## src/rtl/hazard_ctrl_if.sv

```systemverilog
// Hazard-control bundle: pipeline-side hazard inputs and controller-side enables, forwarding
// selects, state and event counters.
interface hazard_ctrl_if #(
  parameter int unsigned CNT_W = 16
) ();
  logic [4:0]       rs_ID;
  logic [4:0]       rt_ID;
  logic [4:0]       rs_EX;
  logic [4:0]       rt_EX;
  logic             MemRead_EX;
  logic             branch_taken_EX;
  logic             mem_busy;
  logic             RegWrite_MEM;
  logic             RegWrite_WB;
  logic [4:0]       dest_MEM;
  logic [4:0]       dest_WB;

  logic             PCWrite;
  logic             IF_ID_Write;
  logic             ID_EX_Write;
  logic             IF_ID_Flush;
  logic             ID_EX_Bubble;
  logic [1:0]       ForwardA;
  logic [1:0]       ForwardB;
  logic [1:0]       state;
  logic [CNT_W-1:0] stall_cnt;
  logic [CNT_W-1:0] flush_cnt;
  logic [CNT_W-1:0] freeze_cnt;

  modport master (
    output rs_ID, rt_ID, rs_EX, rt_EX, MemRead_EX, branch_taken_EX, mem_busy,
           RegWrite_MEM, RegWrite_WB, dest_MEM, dest_WB,
    input  PCWrite, IF_ID_Write, ID_EX_Write, IF_ID_Flush, ID_EX_Bubble,
           ForwardA, ForwardB, state, stall_cnt, flush_cnt, freeze_cnt
  );

  modport slave (
    input  rs_ID, rt_ID, rs_EX, rt_EX, MemRead_EX, branch_taken_EX, mem_busy,
           RegWrite_MEM, RegWrite_WB, dest_MEM, dest_WB,
    output PCWrite, IF_ID_Write, ID_EX_Write, IF_ID_Flush, ID_EX_Bubble,
           ForwardA, ForwardB, state, stall_cnt, flush_cnt, freeze_cnt
  );
endinterface

```

## src/rtl/hazard_ctrl.sv

```systemverilog
// Pipeline hazard controller: freeze/flush/load-use stall arbitration, EX operand forwarding,
// registered condition state and saturating per-condition event counters.
module hazard_ctrl #(
  parameter int unsigned CNT_W = 16
) (
  input  logic          clk,
  input  logic          reset,
  hazard_ctrl_if.slave  hz_io
);

  typedef enum logic [1:0] {
    StRun    = 2'b00,
    StStall  = 2'b01,
    StFlush  = 2'b10,
    StFreeze = 2'b11
  } state_e;

  state_e           state_q, state_d;
  logic [CNT_W-1:0] stall_cnt_q, flush_cnt_q, freeze_cnt_q;
  logic             lu;
  logic             pc_write, if_id_write, id_ex_write, if_id_flush, id_ex_bubble;
  logic [1:0]       fwd_a, fwd_b;

  // MEM stage is younger than WB, so its match wins; register 0 is never forwarded.
  function automatic logic [1:0] fwd_sel(input logic [4:0] src, input logic rw_mem,
                                         input logic [4:0] d_mem, input logic rw_wb,
                                         input logic [4:0] d_wb);
    if (rw_mem && (d_mem != 5'd0) && (d_mem == src)) return 2'b10;
    if (rw_wb && (d_wb != 5'd0) && (d_wb == src))    return 2'b01;
    return 2'b00;
  endfunction

  always_comb begin
    lu = hz_io.MemRead_EX && (hz_io.rt_EX != 5'd0) &&
         ((hz_io.rt_EX == hz_io.rs_ID) || (hz_io.rt_EX == hz_io.rt_ID));

    state_d = StRun;
    if (hz_io.mem_busy)             state_d = StFreeze;
    else if (hz_io.branch_taken_EX) state_d = StFlush;
    else if (lu)                    state_d = StStall;

    pc_write     = 1'b1;
    if_id_write  = 1'b1;
    id_ex_write  = 1'b1;
    if_id_flush  = 1'b0;
    id_ex_bubble = 1'b0;
    unique case (state_d)
      StFreeze: begin
        pc_write    = 1'b0;
        if_id_write = 1'b0;
        id_ex_write = 1'b0;
      end
      StFlush: begin
        if_id_flush  = 1'b1;
        id_ex_bubble = 1'b1;
      end
      StStall: begin
        pc_write     = 1'b0;
        if_id_write  = 1'b0;
        id_ex_bubble = 1'b1;
      end
      default: ;
    endcase

    fwd_a = fwd_sel(hz_io.rs_EX, hz_io.RegWrite_MEM, hz_io.dest_MEM,
                    hz_io.RegWrite_WB, hz_io.dest_WB);
    fwd_b = fwd_sel(hz_io.rt_EX, hz_io.RegWrite_MEM, hz_io.dest_MEM,
                    hz_io.RegWrite_WB, hz_io.dest_WB);

    // Reset holds the pipeline empty: nothing advances and every stage sees a bubble.
    if (reset) begin
      pc_write     = 1'b0;
      if_id_write  = 1'b0;
      id_ex_write  = 1'b0;
      if_id_flush  = 1'b1;
      id_ex_bubble = 1'b1;
      fwd_a        = 2'b00;
      fwd_b        = 2'b00;
    end
  end

  always_ff @(posedge clk) begin
    if (reset) begin
      state_q      <= StRun;
      stall_cnt_q  <= '0;
      flush_cnt_q  <= '0;
      freeze_cnt_q <= '0;
    end else begin
      state_q <= state_d;
      unique case (state_d)
        StStall:  if (stall_cnt_q != '1)  stall_cnt_q  <= stall_cnt_q + CNT_W'(1);
        StFlush:  if (flush_cnt_q != '1)  flush_cnt_q  <= flush_cnt_q + CNT_W'(1);
        StFreeze: if (freeze_cnt_q != '1) freeze_cnt_q <= freeze_cnt_q + CNT_W'(1);
        default: ;
      endcase
    end
  end

  assign hz_io.PCWrite      = pc_write;
  assign hz_io.IF_ID_Write  = if_id_write;
  assign hz_io.ID_EX_Write  = id_ex_write;
  assign hz_io.IF_ID_Flush  = if_id_flush;
  assign hz_io.ID_EX_Bubble = id_ex_bubble;
  assign hz_io.ForwardA     = fwd_a;
  assign hz_io.ForwardB     = fwd_b;
  assign hz_io.state        = state_q;
  assign hz_io.stall_cnt    = stall_cnt_q;
  assign hz_io.flush_cnt    = flush_cnt_q;
  assign hz_io.freeze_cnt   = freeze_cnt_q;

endmodule

```

## src/flat_wrapper.sv

```systemverilog
// flat-port wrapper written by rule: the top's interface ports become plain ports
module hazard_ctrl_flat 
#(
  parameter int unsigned CNT_W = 16
)
  (clk, reset, hz_io_rs_ID, hz_io_rt_ID, hz_io_rs_EX, hz_io_rt_EX, hz_io_MemRead_EX, hz_io_branch_taken_EX, hz_io_mem_busy, hz_io_RegWrite_MEM, hz_io_RegWrite_WB, hz_io_dest_MEM, hz_io_dest_WB, hz_io_PCWrite, hz_io_IF_ID_Write, hz_io_ID_EX_Write, hz_io_IF_ID_Flush, hz_io_ID_EX_Bubble, hz_io_ForwardA, hz_io_ForwardB, hz_io_state, hz_io_stall_cnt, hz_io_flush_cnt, hz_io_freeze_cnt);
  hazard_ctrl_if #(.CNT_W(CNT_W)) hz_io_i ();
  input  logic clk;
  input  logic reset;
  input wire logic [$bits(hz_io_i.rs_ID)-1:0] hz_io_rs_ID;
  input wire logic [$bits(hz_io_i.rt_ID)-1:0] hz_io_rt_ID;
  input wire logic [$bits(hz_io_i.rs_EX)-1:0] hz_io_rs_EX;
  input wire logic [$bits(hz_io_i.rt_EX)-1:0] hz_io_rt_EX;
  input wire logic [$bits(hz_io_i.MemRead_EX)-1:0] hz_io_MemRead_EX;
  input wire logic [$bits(hz_io_i.branch_taken_EX)-1:0] hz_io_branch_taken_EX;
  input wire logic [$bits(hz_io_i.mem_busy)-1:0] hz_io_mem_busy;
  input wire logic [$bits(hz_io_i.RegWrite_MEM)-1:0] hz_io_RegWrite_MEM;
  input wire logic [$bits(hz_io_i.RegWrite_WB)-1:0] hz_io_RegWrite_WB;
  input wire logic [$bits(hz_io_i.dest_MEM)-1:0] hz_io_dest_MEM;
  input wire logic [$bits(hz_io_i.dest_WB)-1:0] hz_io_dest_WB;
  output wire logic [$bits(hz_io_i.PCWrite)-1:0] hz_io_PCWrite;
  output wire logic [$bits(hz_io_i.IF_ID_Write)-1:0] hz_io_IF_ID_Write;
  output wire logic [$bits(hz_io_i.ID_EX_Write)-1:0] hz_io_ID_EX_Write;
  output wire logic [$bits(hz_io_i.IF_ID_Flush)-1:0] hz_io_IF_ID_Flush;
  output wire logic [$bits(hz_io_i.ID_EX_Bubble)-1:0] hz_io_ID_EX_Bubble;
  output wire logic [$bits(hz_io_i.ForwardA)-1:0] hz_io_ForwardA;
  output wire logic [$bits(hz_io_i.ForwardB)-1:0] hz_io_ForwardB;
  output wire logic [$bits(hz_io_i.state)-1:0] hz_io_state;
  output wire logic [$bits(hz_io_i.stall_cnt)-1:0] hz_io_stall_cnt;
  output wire logic [$bits(hz_io_i.flush_cnt)-1:0] hz_io_flush_cnt;
  output wire logic [$bits(hz_io_i.freeze_cnt)-1:0] hz_io_freeze_cnt;
  assign hz_io_i.rs_ID = hz_io_rs_ID;
  assign hz_io_i.rt_ID = hz_io_rt_ID;
  assign hz_io_i.rs_EX = hz_io_rs_EX;
  assign hz_io_i.rt_EX = hz_io_rt_EX;
  assign hz_io_i.MemRead_EX = hz_io_MemRead_EX;
  assign hz_io_i.branch_taken_EX = hz_io_branch_taken_EX;
  assign hz_io_i.mem_busy = hz_io_mem_busy;
  assign hz_io_i.RegWrite_MEM = hz_io_RegWrite_MEM;
  assign hz_io_i.RegWrite_WB = hz_io_RegWrite_WB;
  assign hz_io_i.dest_MEM = hz_io_dest_MEM;
  assign hz_io_i.dest_WB = hz_io_dest_WB;
  assign hz_io_PCWrite = hz_io_i.PCWrite;
  assign hz_io_IF_ID_Write = hz_io_i.IF_ID_Write;
  assign hz_io_ID_EX_Write = hz_io_i.ID_EX_Write;
  assign hz_io_IF_ID_Flush = hz_io_i.IF_ID_Flush;
  assign hz_io_ID_EX_Bubble = hz_io_i.ID_EX_Bubble;
  assign hz_io_ForwardA = hz_io_i.ForwardA;
  assign hz_io_ForwardB = hz_io_i.ForwardB;
  assign hz_io_state = hz_io_i.state;
  assign hz_io_stall_cnt = hz_io_i.stall_cnt;
  assign hz_io_flush_cnt = hz_io_i.flush_cnt;
  assign hz_io_freeze_cnt = hz_io_i.freeze_cnt;
  hazard_ctrl #(.CNT_W(CNT_W)) u_core (.clk(clk), .reset(reset), .hz_io(hz_io_i));
endmodule
```

## config.mk

```make
export PLATFORM = sky130hd
export DESIGN_NAME = hazard_ctrl_flat
export DESIGN_NICKNAME = d
export VERILOG_FILES = /design/src/rtl/hazard_ctrl_if.sv /design/src/rtl/hazard_ctrl.sv /design/src/flat_wrapper.sv
export SDC_FILE = /design/constraint.sdc
export NUM_CORES = 1
export LEC_CHECK = 0
export ABC_CLOCK_PERIOD_IN_PS = 8900
export CAP_MARGIN = 0
export CORE_MARGIN = 4
export CORE_UTILIZATION = 35
export DETAILED_ROUTE_END_ITERATION = 6
export PLACE_DENSITY = 0.6
export SYNTH_ARGS = -nofsm -noshare
export SYNTH_HDL_FRONTEND = slang
export SYNTH_SLANG_ARGS = --single-unit
```

## constraint.sdc

```tcl
create_clock -name clk -period 8.9 [get_ports clk]
set_input_delay 1.335 -clock clk [delete_from_list [all_inputs] [get_ports clk]]
set_output_delay 1.335 -clock clk [all_outputs]
set_load 0.02 [all_outputs]
```

==> impl_metrics.toml <==
[yosys]
synth_cell_types = 46
syn_inst = 358
ys_ff_latch = 50
synthArstFlopShare_pct = 0
syn_area_sq_um = 2957
synth_nets = 400
syn_avg_cell_area_sq_um = 8.259
synth_edf_count = 0
ys_seq_area_share_pct = 33.86
ys.flop_type = "dfxtp_1"
ys_warn_count = 0

[finish]
syn2layout_area_growth_pct = 38.34
drive_gt1_share_pct = 5.381
multiInputGateArea_sq_um = 1839
regArea_sq_um = 1001
fillers = 826
finalNonFillerCells = 551
nets = 487
antenna-diode-count = 0

[placed_design]
dp_hpwl_um = 6104
place_inst = 543
io_buffers = 95
gp_congestion = 0.8634
dp_slack_ps = 3639

[global_routing]
grt_pass1_vias = 2776
overflow = 0
grt_max_degree = 56
antenna_found_initial = 0
grt_pass1_wl_um = 13270
busiest_layer = "met2"
grtUsageMet1_pct = 19.62
grt_use_total_pct = 15.96
use_met2_pct = 26.42
grt_use_met3_pct = 5.351

[outcome]
status = "completed"

[critical_path]
criticalPathCategory = "input port to output pin"
worst_setup_path_end_kind = "output pin"
startpoint_type = "input port"
crit_end = "hz_io_ID_EX_Bubble"
regToRegStartpoint = "u_core.hz_io.stall_cnt[0]"
cp_max_fo = 5
crit_required_ps = 7570
crit_start = "hz_io_rt_EX[0]"
worstPathArrival_ps = 3890
r2r_setup_slack_ps = 6550
reg2reg_to = "u_core.hz_io.stall_cnt[1]"
reg2reg_depth = 5

[timing]
maxSlewHeadroom_pct = 35.78
setup_tns_ps = 0
slew_viol_final = 0
finalSetupViolCount = 0
fin_worst_skew_ps = 9.148
fmax_mhz = 191.2
hold_viol = 0
fin_crit_sh_pct = 58.76
tightest_slew_ps = 953.0
fin_hold_ws_ps = 506.8
rsz0062_at_grt = "false"
worst_slack_ps = 3670
period_needed_ps = 5230

[routing]
drc = 0
detail_route.vias_per_cell = 5.446
drt_iter0_drc = 156
drt-wirelength-per-cell_um = 14.50
totalWireLength_um = 7989
ant_nets = 0
vias = 3001
firstDrtPassIters = 6

[floorplanning]
die-area_sq_um = 9982
start_util_pct = 35.98
num_rows = 33
io_pins = 96
die_y_um = 99.91
core-area_sq_um = 8217
die_w_um = 99.91

[clock_tree]
clk_pin_slew_worst_paths_ps = 90
cts_buffers = 5
cts_resized = 0
cts_sinks = 50
clock_path_buffers = 2
cts_setup_buffers = 0
clock_insertion_delay_worst_skew_ps = 310
htree_levels = 2
cts_tree = "yes"
cts-root-buf = "clkbuf_8"
holdBufCountCts = 0

[power]
p_leak_nw = 1.313
powerDensity_nw_per_um2 = 113.0
peakVddDrop_mv = 0.05931

[job]
max_cap_viol_count = 0

[hold_path]
min_path_type = "register to register"
-- registers in the layout, indices dropped and copies added (netlist names) --
signal / cells
u_core.hz_io.flush_cnt: 16
u_core.hz_io.stall_cnt: 16
u_core.hz_io.freeze_cnt: 16
u_core.hz_io.state: 2
-- synthesized netlist by cell type (5+ instances only) --
master / n / area share (%)
a21oi_1: 21 / 3.6
and3_1: 5 / 1.1
clkbuf_1: 11 / 1.4
dfxtp_1: 50 / 34
ha_1: 5 / 2.1
inv_1: 12 / 1.5
mux2_2: 6 / 2.3
mux2i_1: 5 / 1.7
nand2_1: 21 / 2.7
nand3_1: 16 / 2.7
nand4_1: 15 / 3.2
nor2_1: 26 / 3.3
nor2b_1: 6 / 1.3
nor3_1: 11 / 1.9
nor4_1: 11 / 2.3
o21ai_0: 16 / 2.7
o311ai_0: 5 / 1.5
o31ai_1: 10 / 2.5
o41ai_1: 7 / 2.1
or3_1: 12 / 2.5
or4_1: 15 / 3.8
xnor2_1: 11 / 3.3
xor2_1: 23 / 6.8
-- per-stage QoR --
stage | utilization (%) | total power, mW | area, sq um
finish | 49.78 | 0.4624 | 4090
global route | 49.78 | 0.4841 | 4090
CTS | 49.78 | 0.4681 | 4090
detailed placement | 48.41 | 0.3020 | 3978
global placement | 48.41 | 0.3009 | 3978
floorplan | - | 0.2683 | 2957
-- worst max-delay path, cell delays in order --
cell	delay [ps]
clkdlybuf4s50_1	540
xor2_1	220
nor3_1	190
a22oi_1	130
o31ai_1	350
ha_1	280
or2_2	270
clkdlybuf4s50_1	560
-- how the worst min path moves through the flow --
stage | startpoint | to | slack [ps] | cells past startpoint
after CTS | u_core.hz_io.flush_cnt[1] | u_core.hz_io.flush_cnt[1] | 510 | 2
after global routing | u_core.hz_io.stall_cnt[15] | u_core.hz_io.stall_cnt[15] | 550 | 2
after detailed placement | u_core.hz_io.flush_cnt[7] | u_core.hz_io.flush_cnt[7] | 490 | 1
after global placement | u_core.hz_io.flush_cnt[1] | u_core.hz_io.flush_cnt[1] | 480 | 2
final | u_core.hz_io.flush_cnt[1] | u_core.hz_io.flush_cnt[1] | 510 | 2
after floorplan | u_core.hz_io.flush_cnt[7] | u_core.hz_io.flush_cnt[7] | 540 | 1
-- layer usage --
layer  routed length, um  vias up
li1                    -     1519
met1                3584     1385
met2                3682       87
met3                 609       10
met4                 112        0
met5                   0        -
-- cell families (layout without fill, tap and decap cells) --
logic type / count (synthesis) / count (layout) / share of synthesized area (%)
buf+inv: 29 / 117 / 3.936
compound gates: 77 / 77 / 17.73
mux: 11 / 11 / 3.978
simple gates: 152 / 152 / 28.31
fa+ha+maj: 5 / 5 / 2.116
xor+xnor: 34 / 34 / 10.07
flops: 50 / 50 / 33.86
-- layout make-up --
cell class | instances | area share (%)
Timing Repair Buffer | 97 | 23.49
Tap cell | 105 | 3.212
Clock inverter | 3 | 1.071
Clock buffer | 5 | 1.682
Sequential cell | 50 | 24.47
Multi-Input combinational cell | 279 | 44.97
Inverter | 12 | 1.101
-- cells in the final DEF (no fill, tap or decap), types with 6 or more instances in the layout --
cell / Yosys / layout
clkdlybuf4s50_1: 0 / 94
dfxtp_1: 50 / 50
nor2_1: 26 / 26
xor2_1: 23 / 23
nand2_1: 21 / 21
a21oi_1: 21 / 21
o21ai_0: 16 / 16
nand3_1: 16 / 16
or4_1: 15 / 15
nand4_1: 15 / 15
inv_1: 12 / 12
or3_1: 12 / 12
nor3_1: 11 / 11
xnor2_1: 11 / 11
nor4_1: 11 / 11
o31ai_1: 10 / 10
o41ai_1: 7 / 7
nor2b_1: 6 / 6
mux2_2: 6 / 6
-- power breakdown --
part,switching (mW),internal (mW)
Clock,0.0821,0.0844
Sequential,0.00263,0.226
Combinational,0.0329,0.0343
Note: power is estimated with default switching activity, not from simulation.
